`config.mk`:
```
export PLATFORM = sky130hd
export DESIGN_NAME = cla_arbiter
export DESIGN_NICKNAME = d
export VERILOG_FILES = /design/src/rtl/cla_arbiter.sv
export SDC_FILE = /design/constraint.sdc
export NUM_CORES = 1
export LEC_CHECK = 0
export BUFFER_PORTS_ARGS = -buffer_cell sky130_fd_sc_hd__buf_2
export CORE_MARGIN = 8
export CORE_UTILIZATION = 49
export CTS_CLUSTER_DIAMETER = 30
export DETAILED_ROUTE_END_ITERATION = 10
export GPL_ROUTABILITY_DRIVEN = 0
export HOLD_SLACK_MARGIN = 0.1
export PLACE_DENSITY = 0.77
export SETUP_SLACK_MARGIN = 0.4
export SLEW_MARGIN = 10
export SYNTH_ARGS = -nofsm -noshare
export SYNTH_HDL_FRONTEND = slang
export SYNTH_SLANG_ARGS = --single-unit
export TNS_END_PERCENT = 5
```
`constraint.sdc`:
```
create_clock -name clk -period 1.4 [get_ports clk]
set_input_delay 0.42 -clock clk [delete_from_list [all_inputs] [get_ports clk]]
set_output_delay 0.42 -clock clk [all_outputs]
set_load 0.02 [all_outputs]
```
`src/rtl/cla_arbiter.sv`:
```
`default_nettype none
// ============================================================================
// Module   : cla_arbiter
// Purpose  : Two-requester front end for an external 5-bit adder. It grants
//            one pending request, loads that requester's operands into the
//            adder's operand registers, waits SETTLE_CYC cycles for the adder
//            to settle, captures the result and holds it as a valid/ready
//            response until it is consumed.
// Revision : 1.0 - initial release
// ----------------------------------------------------------------------------
// Parameters
//   SETTLE_CYC  adder settle wait in cycles (1..7)
// Configuration macro
//   ROUND_ROBIN_EN  defined   : a tie goes to the requester not served last
//                   undefined : a tie always goes to requester 0
// Ports
//   clk            in   clock, all state updates on the rising edge
//   rst_n          in   synchronous active-low reset
//   req0/req1      in   operation pending, held high until granted
//   a0/b0, a1/b1   in   5-bit operands of requester 0/1
//   cin0/cin1      in   carry-in of requester 0/1
//   gnt0/gnt1      out  one-cycle accept pulse
//   ld_en          out  load enable for the adder's operand registers
//   op_a/op_b      out  operands driven to the adder
//   cin_out        out  carry-in driven to the adder
//   sum_in/cout_in in   adder result
//   res_en         out  enable for the adder's result register
//   rsp_valid      out  response valid
//   rsp_ready      in   response consumed when high together with rsp_valid
//   rsp_id         out  index of the requester being answered
//   rsp_sum        out  5-bit sum
//   rsp_cout       out  carry-out
// ============================================================================
module cla_arbiter #(
  parameter int unsigned SETTLE_CYC = 1
) (
  input  logic       clk,
  input  logic       rst_n,
  input  logic       req0,
  input  logic       req1,
  input  logic [4:0] a0,
  input  logic [4:0] b0,
  input  logic [4:0] a1,
  input  logic [4:0] b1,
  input  logic       cin0,
  input  logic       cin1,
  output logic       gnt0,
  output logic       gnt1,
  output logic       ld_en,
  output logic [4:0] op_a,
  output logic [4:0] op_b,
  output logic       cin_out,
  input  logic [4:0] sum_in,
  input  logic       cout_in,
  output logic       res_en,
  output logic       rsp_valid,
  output logic       rsp_id,
  output logic [4:0] rsp_sum,
  output logic       rsp_cout,
  input  logic       rsp_ready
);

  typedef enum logic [2:0] {
    ST_IDLE   = 3'd0,
    ST_LOAD   = 3'd1,
    ST_SETTLE = 3'd2,
    ST_CAPT   = 3'd3,
    ST_RESP   = 3'd4
  } state_t;

  localparam logic [2:0] c_SETTLE_INIT = 3'(SETTLE_CYC);

  state_t     r_state;
  state_t     w_state_nxt;
  logic [2:0] r_cnt;
  logic [2:0] w_cnt_nxt;

  logic       r_gnt0, r_gnt1, r_ld_en, r_res_en, r_rsp_valid;
  logic       w_gnt0_nxt, w_gnt1_nxt, w_ld_en_nxt, w_res_en_nxt, w_rsp_valid_nxt;
  logic       w_take;
  logic       w_load_ops;
  logic       w_sel1;

  logic [4:0] r_hold_a, r_hold_b;
  logic       r_hold_cin, r_hold_id;
  logic [4:0] r_op_a, r_op_b;
  logic       r_cin_out;
  logic [4:0] r_rsp_sum;
  logic       r_rsp_cout, r_rsp_id;

  // Arbitration: w_sel1 high means requester 1 wins this cycle.
`ifdef ROUND_ROBIN_EN
  // Last requester served; resets to 1 so requester 0 wins the first tie.
  logic r_last;
  assign w_sel1 = req1 & (~req0 | ~r_last);
`else
  assign w_sel1 = req1 & ~req0;
`endif

  // Next-state and next-output decode. Every output is registered, so each
  // pulse appears the cycle after the state that requests it.
  always_comb begin
    w_state_nxt     = r_state;
    w_cnt_nxt       = r_cnt;
    w_gnt0_nxt      = 1'b0;
    w_gnt1_nxt      = 1'b0;
    w_ld_en_nxt     = 1'b0;
    w_res_en_nxt    = 1'b0;
    w_rsp_valid_nxt = 1'b0;
    w_take          = 1'b0;
    w_load_ops      = 1'b0;
    case (r_state)
      ST_IDLE: begin
        if (req0 | req1) begin
          w_take      = 1'b1;
          w_gnt1_nxt  = w_sel1;
          w_gnt0_nxt  = ~w_sel1;
          w_state_nxt = ST_LOAD;
        end
      end
      ST_LOAD: begin
        w_load_ops  = 1'b1;
        w_ld_en_nxt = 1'b1;
        w_cnt_nxt   = c_SETTLE_INIT;
        w_state_nxt = ST_SETTLE;
      end
      ST_SETTLE: begin
        // <= guards against a zero count ever stalling the FSM.
        if (r_cnt <= 3'd1) begin
          w_cnt_nxt   = 3'd0;
          w_state_nxt = ST_CAPT;
        end else begin
          w_cnt_nxt = r_cnt - 3'd1;
        end
      end
      ST_CAPT: begin
        w_res_en_nxt = 1'b1;
        w_state_nxt  = ST_RESP;
      end
      ST_RESP: begin
        if (r_rsp_valid && rsp_ready) begin
          w_state_nxt = ST_IDLE;
        end else begin
          w_rsp_valid_nxt = 1'b1;
        end
      end
      default: begin
        w_state_nxt = ST_IDLE;
      end
    endcase
  end

  // FSM state register.
  always_ff @(posedge clk) begin
    if (!rst_n) begin
      r_state <= ST_IDLE;
      r_cnt   <= 3'd0;
    end else begin
      r_state <= w_state_nxt;
      r_cnt   <= w_cnt_nxt;
    end
  end

  // Registered outputs and datapath.
  always_ff @(posedge clk) begin
    if (!rst_n) begin
      r_gnt0      <= 1'b0;
      r_gnt1      <= 1'b0;
      r_ld_en     <= 1'b0;
      r_res_en    <= 1'b0;
      r_rsp_valid <= 1'b0;
      r_hold_a    <= 5'd0;
      r_hold_b    <= 5'd0;
      r_hold_cin  <= 1'b0;
      r_hold_id   <= 1'b0;
      r_op_a      <= 5'd0;
      r_op_b      <= 5'd0;
      r_cin_out   <= 1'b0;
      r_rsp_sum   <= 5'd0;
      r_rsp_cout  <= 1'b0;
      r_rsp_id    <= 1'b0;
`ifdef ROUND_ROBIN_EN
      r_last      <= 1'b1;
`endif
    end else begin
      r_gnt0      <= w_gnt0_nxt;
      r_gnt1      <= w_gnt1_nxt;
      r_ld_en     <= w_ld_en_nxt;
      r_res_en    <= w_res_en_nxt;
      r_rsp_valid <= w_rsp_valid_nxt;
      if (w_take) begin
        r_hold_a   <= w_sel1 ? a1 : a0;
        r_hold_b   <= w_sel1 ? b1 : b0;
        r_hold_cin <= w_sel1 ? cin1 : cin0;
        r_hold_id  <= w_sel1;
`ifdef ROUND_ROBIN_EN
        r_last     <= w_sel1;
`endif
      end
      // Operands change only here, so they stay put from LOAD through CAPT.
      if (w_load_ops) begin
        r_op_a    <= r_hold_a;
        r_op_b    <= r_hold_b;
        r_cin_out <= r_hold_cin;
      end
      // The adder presents its gated result while res_en is high; sample it
      // on that same cycle so the response is ready when rsp_valid rises.
      if (r_res_en) begin
        r_rsp_sum  <= sum_in;
        r_rsp_cout <= cout_in;
        r_rsp_id   <= r_hold_id;
      end
    end
  end

  assign gnt0      = r_gnt0;
  assign gnt1      = r_gnt1;
  assign ld_en     = r_ld_en;
  assign res_en    = r_res_en;
  assign op_a      = r_op_a;
  assign op_b      = r_op_b;
  assign cin_out   = r_cin_out;
  assign rsp_valid = r_rsp_valid;
  assign rsp_id    = r_rsp_id;
  assign rsp_sum   = r_rsp_sum;
  assign rsp_cout  = r_rsp_cout;

endmodule
`default_nettype wire

```
# Word-level counts from Yosys, hierarchy flattened
# Cells that the tools add are included.
op_classes:
  add_sub_neg: 1
  n_lt_le_gt_ge: 1
  eq_ne: 7
  mux: 14
  bitwise_logic: 4
  reduce_logical: 6
ops:
  columns: ["operator", "n"]
  rows:
  - ["one-hot mux 3 bit (5 select lines)", 1]
  - ["two-way mux 3 bit", 4]
  - ["two-way mux 5 bit", 2]
  - ["== test 3 x 2 -> 1 bit (second input constant)", 2]
  - ["two-way mux 1 bit", 6]
  - ["inequality test 2 bit (second input constant)", 3]
  - ["one-hot mux 3 bit (2 select lines)", 1]
  - ["AND reduction 3 bit", 2]
  - ["== test 3 x 1 -> 1 bit (second input constant)", 1]
  - ["== test 3 bit (second input constant)", 1]
  - ["<= comparator 3 x 1 -> 1 bit (second input constant)", 1]
  - ["logical NOT 3 bit", 1]
  - ["subtractor 3 x 1 -> 3 bit (second input constant)", 1]
  - ["NOT 1 bit", 2]
  - ["AND reduction 2 bit", 1]
  - ["nonzero test 2 bit", 1]
  - ["AND 1 bit", 1]
  - ["logical AND 1 bit", 1]
  - ["bitwise OR 1 bit", 1]
word_totals:
  register_bits: 41
  input_bits: 33
  output_inout_bits: 23
  elab_cells: 50

# Depth between registers and ports, before layout
# Gate-level depths: netlist (run 1).
logic_depth:
  depth_word: 3
  ltp_mapped: 5
  mapped_depth_nobuf: 5

# Worst setup path after synthesis (run 1)
# Ideal clock, no wire load.
synth_path:
  kind: "input -> register"
  from: "input port req0"
  to: "register r_hold_a[0]"
  setup_time_ns: 0.118
  t_arrival_ns: 1.111
  required_time_ns: 1.282
  slack_ns: 0.171
  stages: 4
  n_path_buf: 1
  cell_sequence: "and2b_1 > buf_4 > mux2i_1 > o2bb2ai_1"
synth_between:
  elab_chain_len: 3
  word_cells_on_any_way: 6
  classes_between: "mux (3); bitwise (3)"
synth_lines:
  columns: ["item", "line_no", "source"]
  rows:
  - ["start: declaration", "39", "input logic req0,"]
  - ["bitwise OR 1 bit or NOT 1 bit (tied branches)", "114, 97", null]
  - ["two-way mux 1 bit or AND 1 bit (tied branches)", "114, 97", null]
  - ["two-way mux 1 bit or two-way mux 5 bit (tied branches)", "112, 192", null]
  - ["end signal: assignment", "192", "r_hold_a <= w_sel1 ? a1 : a0;"]
  - ["end: declaration", "84", "logic [4:0] r_hold_a, r_hold_b;"]
# Parallel ways exist; a longest one is shown, timed or not.
# A chain may end at the register's enable or synchronous reset.

# Worst setup path in the final report (run 1)
layout_path:
  from: "register r_op_a[1] (netlist: op_a[1])"
  to: "output port op_a[1]"
layout_rtl:
  columns: ["item", "line_no", "source"]
  rows:
  - ["start: declaration", "86", "logic [4:0] r_op_a, r_op_b;"]
  - ["start signal: assignment", "202", "r_op_a <= r_hold_a;"]
  - ["end: declaration", "50", "output logic [4:0] op_a,"]
# No word-level cell between the ends.

==> metrics.md, run 1 <==
| Metric | Value |
|---|---|
| Core ar. | 3310 sq um |
| Clock Power Share | 25.2% |
| Asr flop ratio synth | 0% |
| CP max FO | 2 |
| Sw frac | between 30% and 40% |
| Worst flop-to-flop path startpoint | r_state[1] |
| Syn_nets | 198 |
| Full die area | around 5500 sq um |
| Leak pwr | 0.00101 uW |
| Worst-Skew Late Latency | 0.35 ns |
| Worst Min Path Start | req0 |
| H-tree level count | 2 |
| WP data required | 0.98 ns |
| Worst vdd ir | approximately 0.79 mV |
| Synth Area in Simple Gates | 19.3% |
| Setup Total Neg Slack | 0 ns |
| Ys flop type | dfxtp_1 |
| DRT iter0 DRCs | 143 |
| Delay-heaviest family, CP | flip-flops |
| Clock Root Buffer | clkbuf_4 |
| Vias per cell | 5.00 |
| DR WL/cell | 14.5 um |
| Netlist Area Pre-Place | 1660 sq um |
| Initial Util | 50.2% |
| HPWL Detailed | between 2000 and 3000 um |
| Worst path max stage delay | 0.37 ns |
| Vias in the first global route | 1396 |
| Status | completed |
| Mean Syn Cell Area | 10.2 sq um |
| Worst Setup Start Kind | flip-flop |
| Switch Pwr | 958 uW |
| Largest net degree at the start of global routing | 20 |
| WP data arrival | 0.84 ns |
| Final WL | 4150 um |
| Antenna viol nets, final | 0 |
| Boundary Pins | 56 |
| Cell depth of the worst hold path | 2 |
| Cts bufs inserted | 5 |
| Setup WS pre-CTS | ~0.044 ns |
| Global route total overflow | 0 |
| Fraction of synthesized cell area in xor and xnor cells | 0.527% |
| Worst Setup End Kind | output port |
| Synth-to-layout area growth | 42.1% |
| Critical path startpoint | op_a[1] |
| Share of power burned in registers | a little under half |
| Adder-cell share of the synthesized area | roughly 1.5% |
| Reg2reg end | op_a[1] |
| Maxcap violations | 0 |
| Max_slew headroom | 81.1% |
| Yosys warns | 0 |
| CP max stage cell | dfxtp_2 |
| Number of fill cells | between 200 and 300 |
| Cell Rows | 21 |
| Clock buffer depth | 2 |
| Post-route cell area | 2360 sq um |
| Reg2Reg Depth | 3 |
| Layout cells sized above 1 | a little over half |
| HP Class | in2reg |
| GRT Total Usage | 14.7% |
| Internal | around 2200 uW |
| Logic pwr share | 28.5% |
| Worst-Margin Slew | between 0.2 and 0.3 ns |
| First-pass GRT wire length | 6130 um |
| Post-synth EDFFs | 0 |
| Initial antenna violation count | 0 |
| Met2 WL | 2180 um |
| Wire length on met1 | 1630 um |
| N_diodes | 0 |
| Largest family of logic cells by synthesized area | simple AND/OR/NAND/NOR gates |
| Worst setup margin | between 0.1 and 0.15 ns |
| Final period util | between 80% and 90% |
| Clock Skews | between 0.005 and 0.006 ns |
| Post-synthesis mux area share | 10.8% |
| CTS sink cnt | 41 |
| Max Slew Vio Count | 0 |
| Mapped Cells | 163 |
| CTS tree | yes |
| Fin nets | ~280 |
| Most common cell after layout, fill and taps aside | buf_2 |
| Clock slew at reported path FFs | 0.12 ns |
| Met3 WL | 285 um |
| Top Layer Used | met4 |
| Hold EP | gnt1 |
| Die X-Extent | approximately 74 um |
| Commonest non-fill, non-tap cells in the layout | buf_2, buf_4, dfxtp_2, mux2i_1, dfxtp_1 |
| Synth cell types | 35 |
| Critical path class | reg2out |
| Sequential share of the synthesized area | 49.4% |
| Drt first pass iters | 4 |
| Unrepaired setup endpoints after global routing | true |
| Hold Violations, Final | 0 |
| R2r setup slk | 0.15 ns |
| Crit-path cells | buf_6 |
| Number of port buffers | 55 |
| P per Cell Area | roughly 1300 nW/um^2 |
| Area after DPL | 2020 sq um |
| Complex-gate fraction of the synthesized area | 13.5% |
| Post-route DRC | 0 |
| Vias | 1435 |
| Synth Register Bits | 41 |
| Highest Clock Rate | 0.796 GHz |
| CP Buf/Inv Count | 1 |
| Final setup viols | 0 |
| Chip Height | 74.3 um |
| Crit path time final | between 1 and 1.5 ns |
[cell families after synthesis]
| family | Yosys count |
|---|---|
| and+or+nand+nor | 57 |
| xor gates and xnor gates | 1 |
| buffers and inverters | 13 |
| AOI/OAI and AO/OA | 31 |
| adders and majority gates | 2 |
| DFF | 41 |
| muxes | 18 |
[final cells by class]
cell class / count / area (sq um) / share of cell area [%]
sequential: 41 / 857 / 36.3
multi-input combinational: 110 / 774 / 32.8
timing repair buffer: 79 / 578 / 24.5
tap: 46 / 57.6 / 2.44
clock buffer: 7 / 55.1 / 2.33
clock inverter: 1 / 30.0 / 1.27
inverter: 3 / 11.3 / 0.476
[state kept, by name, summed over array words and instances, names as in the netlist, 3 cells and up]
name and flops:
r_hold_b 5, rsp_sum 5, r_cnt 3, op_a 5, op_b 5, r_hold_a 5
r_state 3
[timing repair]
item	in CTS	in global routing
buffers inserted	10	4
hold endpoints to repair	0	0
gates resized for setup	51	11
cloned	0	2
endpoints found under the setup margin	54	55
pin swaps	0	4
hold buffers	0	0
[cells in the mapped netlist (2+ instances only)]
library cell	count	area [sq um]
a211oi_1	2	15.0
a21oi_1	12	60.1
buf_4	3	22.5
buf_6	3	33.8
clkbuf_1	2	7.51
dfxtp_1	41	821
ha_1	2	25.0
inv_1	3	11.3
mux2i_1	18	180
nand2_1	16	60.1
nand2_2	9	56.3
nand2b_1	2	12.5
nand3_1	2	10.0
nor2_1	14	52.6
nor3b_1	2	15.0
nor3b_4	2	37.5
o2bb2ai_1	11	96.3
o32ai_1	2	17.5
[power by group through the flow]
| stage | sequential [uW] | clock [uW] | combinational (uW) |
|---|---|---|---|
| 2_1_floorplan | 1480 | 0 | 559 |
| 3_3_place_gp | 1480 | 0 | 731 |
| 3_5_place_dp | 1480 | 0 | 743 |
| 4_1_cts | 1470 | 810 | 815 |
| 5_1_grt | 1490 | 857 | 987 |
| 6_report | 1470 | 799 | 903 |
[how the worst max path moves through the flow]
stage	cells after the start	slack, ns	end
after floorplan	5	0.20	op_a[3]
after global placement	5	0.04	r_hold_a[3]
after detailed placement	5	0.04	r_hold_a[3]
after CTS	1	0.14	op_a[1]
after global routing	5	0.09	r_cnt[0]
final	1	0.14	op_a[1]
[metrics by stage]
stage | util, % | power (uW) | instances | hold slack (ns)
after floorplan | - | 2040 | 163 | 0.432
after global placement | 61.0 | 2210 | 263 | 0.442
after detailed placement | 61.0 | 2230 | 263 | 0.443
after CTS | 69.4 | 3090 | 281 | 0.263
after global routing | 71.4 | 3330 | 287 | 0.262
final | 71.4 | 3170 | 287 | 0.275
[metal layers]
layer | GRT usage, % | vias to the layer above
met1 | 14.6 | 669
met2 | 26.8 | 40
met4 | 6.09 | 0
met3 | 5.39 | 5
met5 | 0 | -
li1 | - | 721
No activity file was read; power rests on OpenSTA's default activity.
==> inputs of run 2 (changes only) <==
Settings changed: PLACE_DENSITY 0.77 to not set, PLACE_DENSITY_LB_ADDON set to 0.1.
==> run 2 against run 1 <==
First-iteration DRC count down 63%. Sequential share of layout area up 1.3 points. Fmax up 1.1%. Die area unchanged. Clock skew up 0.0021 ns. Non-clock buffer count down 10. Setup slack better by 0.014 ns. Global-route usage down 0.052 points. Critical path type unchanged. Critical endpoint is now op_b[2].
==> metrics.md, run 2 (synthesis results as in run 1) <==
| Metric | Value |
|---|---|
| HP Class | in2reg |
| Final WL | 3990 um |
| Vias per cell | 4.95 |
| Worst flop-to-flop path startpoint | r_state[0] |
| Vias in the first global route | 1404 |
| Area of the multi-input gates | 763 sq um |
| CP max stage cell | dfxtp_2 |
| Share of power burned in registers | between 40% and 50% |
| DR WL/cell | 14.4 um |
| Worst Min Path Start | req0 |
| P per Cell Area | between 1000 and 1500 nW/um^2 |
| Leak pwr | 0.000949 uW |
| WHS | around 0.29 ns |
| Initial antenna violation count | 0 |
| Sequential cell area | 853 sq um |
| Crit path time final | ~1.2 ns |
| CP Buf/Inv Count | 1 |
| Clock slew at reported path FFs | 0.12 ns |
| Fin nets | approximately 260 |
| Worst vdd ir | 0.669 mV |
| Full die area | 5510 sq um |
| Core ar. | 3310 sq um |
| Internal | 2170 uW |
| Final setup viols | 0 |
| Most common cell after layout, fill and taps aside | buf_2 |
| Chip Height | 74.3 um |
| Reg2reg end | op_b[0] |
| Worst path max stage delay | 0.34 ns |
| HPWL Detailed | roughly 3000 um |
| Antenna viol nets, final | 0 |
| Total power | 3080 uW |
| Clock Power Share | 25.4% |
| Sw frac | 29.6% |
| Cell Rows | 21 |
| Highest Clock Rate | 0.805 GHz |
| Crit-path cells | buf_4 |
| Boundary Pins | 56 |
| Clock Skews | a little under 0.008 ns |
| H-tree level count | 2 |
| N_diodes | 0 |
| Logic pwr share | around a quarter |
| CP max FO | 2 |
| Crit. path cell count | 1 |
| Finished Core Util | ~69% |
| Synth-to-layout area growth | 36.6% |
| Global route total overflow | 0 |
| Clock Root Buffer | clkbuf_4 |
| Worst-Margin Slew | 0.309 ns |
| WP data required | 0.98 ns |
| Max Slew Vio Count | 0 |
| Vias | 1366 |
| Die X-Extent | 74.3 um |
| Worst Setup End Kind | output port |
| Clock buffer depth | 2 |
| Switch Pwr | slightly above 900 uW |
| Layout cells sized above 1 | 50.9% |
| CTS tree | yes |
| Worst-Skew Late Latency | 0.33 ns |
| Worst Setup Start Kind | flip-flop |
| Reg2Reg Depth | 3 |
| Max_slew headroom | 79.3% |
| Critical path class | reg2out |
| Initial Util | 50.2% |
| Hold Violations, Final | 0 |
| Number of fill cells | 275 |
| Drt first pass iters | 6 |
| First-pass GRT wire length | 6240 um |
| Hold buffer count at cts | 0 |
| R2r setup slk | 0.19 ns |
| DRT iter0 DRCs | 53 |
| Hold EP | gnt1 |
| GRT Total Usage | between 10% and 20% |
| Number of port buffers | between 50 and 60 |
| Cell depth of the worst hold path | 2 |
| Largest net degree at the start of global routing | 15 |
| Cts bufs inserted | 5 |
| Status | completed |
| Final period util | 88.7% |
| Post-route DRC | 0 |
| CTS sink cnt | 41 |
| Delay-heaviest family, CP | flip-flops |
| Setup Total Neg Slack | 0 ns |
| Commonest non-fill, non-tap cells in the layout | buf_2, buf_4, dfxtp_2, dfxtp_1, mux2i_1 |
| Unrepaired setup endpoints after global routing | true |
| Maxcap violations | 0 |
| WP data arrival | 0.82 ns |
-- run 2: through the flow --
stage / cells / worst slack (ns) / cell area, sq um
floorplan: 163 / 0.201 / 1680
global placement: 262 / 0.0500 / 2010
detailed placement: 262 / 0.0218 / 2010
CTS: 276 / 0.138 / 2250
global route: 276 / 0.113 / 2270
finish: 276 / 0.158 / 2270
-- run 2: final cells by class --
cell class | count | area share, %
Tap cell | 46 | 2.53
Multi-Input combinational cell | 109 | 33.6
Clock inverter | 1 | 1.32
Clock buffer | 7 | 2.42
Sequential cell | 41 | 37.6
Timing Repair Buffer | 69 | 22.1
Inverter | 3 | 0.496
-- run 2: worst max-delay path by stage --
stage / from / to / slack (ns)
2_1_floorplan: r_state[0] / op_a[3] / 0.20
3_3_place_gp: req1 / r_hold_a[2] / 0.05
3_5_place_dp: req1 / r_hold_a[2] / 0.02
4_1_cts: rsp_id / rsp_id / 0.14
5_1_grt: rsp_sum[3] / rsp_sum[3] / 0.11
6_report: op_b[2] / op_b[2] / 0.16
-- run 2: per-layer routing --
metal	share of wire (%)	vias up	wire length (um)	track usage (%)
met5	0	-	0	0
met3	8.0	4	321	5.12
li1	-	699	-	-
met2	51	38	2030	25.4
met4	1.2	0	48	5.87
met1	40	625	1590	15.8
-- run 2: what timing repair did --
| action | CTS | global route |
|---|---|---|
| setup endpoints to repair | 54 | 55 |
| buffers inserted | 6 | 0 |
| pin swaps | 1 | 1 |
| resized for setup | 51 | 6 |
-- run 2: power by group through the flow --
| stage | Sequential (uW) | Combinational, uW | Clock [uW] |
|---|---|---|---|
| floorplan | 1480 | 559 | 0 |
| global placement | 1470 | 730 | 0 |
| detailed placement | 1480 | 760 | 0 |
| CTS | 1460 | 811 | 810 |
| global route | 1500 | 894 | 844 |
| finish | 1470 | 822 | 782 |
==> inputs of run 3 (changes only) <==
Settings changed: BUFFER_PORTS_ARGS -buffer_cell sky130_fd_sc_hd__buf_2 to not set, CORE_UTILIZATION 49 to 55, DONT_BUFFER_PORTS set to 1.
==> run 3 against run 2 <==
Flip-flop and latch count unchanged. Worst hold slack got worse by 0.13 ns. Cell area fell by 19%. Die area shrank 8.6%. Final cell count decreased by 26%. Power shrank 12%. Setup slack better by 0.030 ns. Sequential share of layout area up 9.3 points. Fmax up 2.4%. Clock power decreased by 34%. Register-to-register slack better by 0.02 ns. Sequential power grew 5%.
==> metrics.md, run 3 (synthesis results as in run 1) <==
| Metric | Value |
|---|---|
| First-pass GRT wire length | 5630 um |
| Initial Util | 56.3% |
| HPWL Detailed | about 2600 um |
| Commonest non-fill, non-tap cells in the layout | dfxtp_2, mux2i_1, dfxtp_1, nand2_1, nor2_1 |
| Crit-path cells | buf_6 |
| Antenna viol nets, final | 0 |
| Crit path time final | 1.21 ns |
| Final setup viols | 0 |
| Core ar. | 2950 sq um |
| Worst-Margin Slew | around 0.28 ns |
| Maxcap violations | 0 |
| Max Slew Vio Count | 0 |
| Hold Violations, Final | 0 |
| Drt first pass iters | 4 |
| Cell Rows | 20 |
| Status | completed |
| Initial antenna violation count | 0 |
| Highest Clock Rate | 0.825 GHz |
| Clock buffer depth | 2 |
| Cts bufs inserted | 5 |
| Clock Skews | 0.00465 ns |
| DRT iter0 DRCs | 64 |
| Boundary Pins | 56 |
| N_diodes | 0 |
| Worst path max stage delay | 0.34 ns |
| Critical path class | reg2out |
| Most common cell after layout, fill and taps aside | dfxtp_2 |
| Fin nets | 207 |
| WP data arrival | around 0.79 ns |
| CP max FO | 2 |
| Global route total overflow | 0 |
| Largest net degree at the start of global routing | 15 |
| Final period util | 86.6% |
| Worst vdd ir | about 0.73 mV |
| CP max stage cell | dfxtp_2 |
| Number of fill cells | 249 |
| Layout cells sized above 1 | 35.1% |
| Leak pwr | 0.000663 uW |
| Worst Setup Start Kind | flip-flop |
| DR WL/cell | 17.5 um |
| Post-route DRC | 0 |
| Unrepaired setup endpoints after global routing | true |
| Final WL | 3570 um |
| Number of port buffers | 0 |
| H-tree level count | 2 |
| CTS sink cnt | between 40 and 50 |
| Vias | roughly 1200 |
| Vias per cell | 5.76 |
| CTS tree | yes |
| Vias in the first global route | 1184 |
| CP Buf/Inv Count | 1 |
| Chip Height | 71.0 um |
| WP data required | 0.98 ns |
| P per Cell Area | 1470 nW/um^2 |
| Finished Core Util | 62.2% |
| Clock Root Buffer | clkbuf_4 |
| Setup Total Neg Slack | 0 ns |
| HP Class | in2reg |
| Worst Setup End Kind | output port |
| Worst-Skew Late Latency | 0.33 ns |
| Max_slew headroom | 81.4% |
| GRT Total Usage | 14.0% |
| Die X-Extent | 71.0 um |
| Full die area | 5040 sq um |
| Clock slew at reported path FFs | ~0.11 ns |
| Delay-heaviest family, CP | flip-flops |
| R2r setup slk | 0.21 ns |
| Synth-to-layout area growth | 10.5% |
-- run 3: timing repair --
action | in CTS | in global routing
pin swaps | 2 | 0
hold buffers | 0 | 0
setup endpoints to repair | 60 | 56
setup buffers | 0 | 2
resized for setup | 26 | 3
-- run 3: final cells by class --
type | count | area (sq um) | share of cell area, %
clock buffers | 5 | 37.5 | 2.04
clock inverters | 1 | 5.00 | 0.272
inverters | 3 | 11.3 | 0.613
multi-input cells | 109 | 759 | 41.3
flip-flops and latches | 41 | 861 | 46.8
well taps | 33 | 41.3 | 2.25
repair buffers | 12 | 123 | 6.67
-- run 3: where the power goes --
part / internal [uW] / switching [uW]
clock: 174 / 339
combinational: 324 / 328
sequential: 1340 / 199
total: 1840 / 866
-- run 3: final timing paths --
path                             startpoint   endpoint  cells after the start
worst max register to register     r_cnt[0]   r_cnt[1]                      4
worst min register to register  r_hold_a[0]    op_a[0]                      2
worst max-delay path              rsp_valid  rsp_valid                      1
worst min-delay path                   req0       gnt1                      1
-- run 3: metal layers --
| layer | track usage, % | vias up | part of all wire (%) |
|---|---|---|---|
| met2 | 23.2 | 44 | 48 |
| met1 | 14.5 | 537 | 40 |
| met3 | 6.92 | 5 | 10 |
| li1 | - | 589 | - |
| met5 | 0 | - | 0 |
| met4 | 6.93 | 0 | 1.4 |
-- run 3: metrics by stage --
step | hold WS [ns] | power (uW) | setup WS, ns | std cells | instance area (sq um)
floorplan | 0.432 | 2040 | 0.201 | 163 | 1680
global placement | 0.448 | 2120 | 0.151 | 196 | 1730
detailed placement | 0.453 | 2160 | 0.0876 | 196 | 1730
CTS | 0.136 | 2690 | 0.171 | 202 | 1820
global route | 0.132 | 2860 | 0.151 | 204 | 1840
finish | 0.150 | 2700 | 0.187 | 204 | 1840
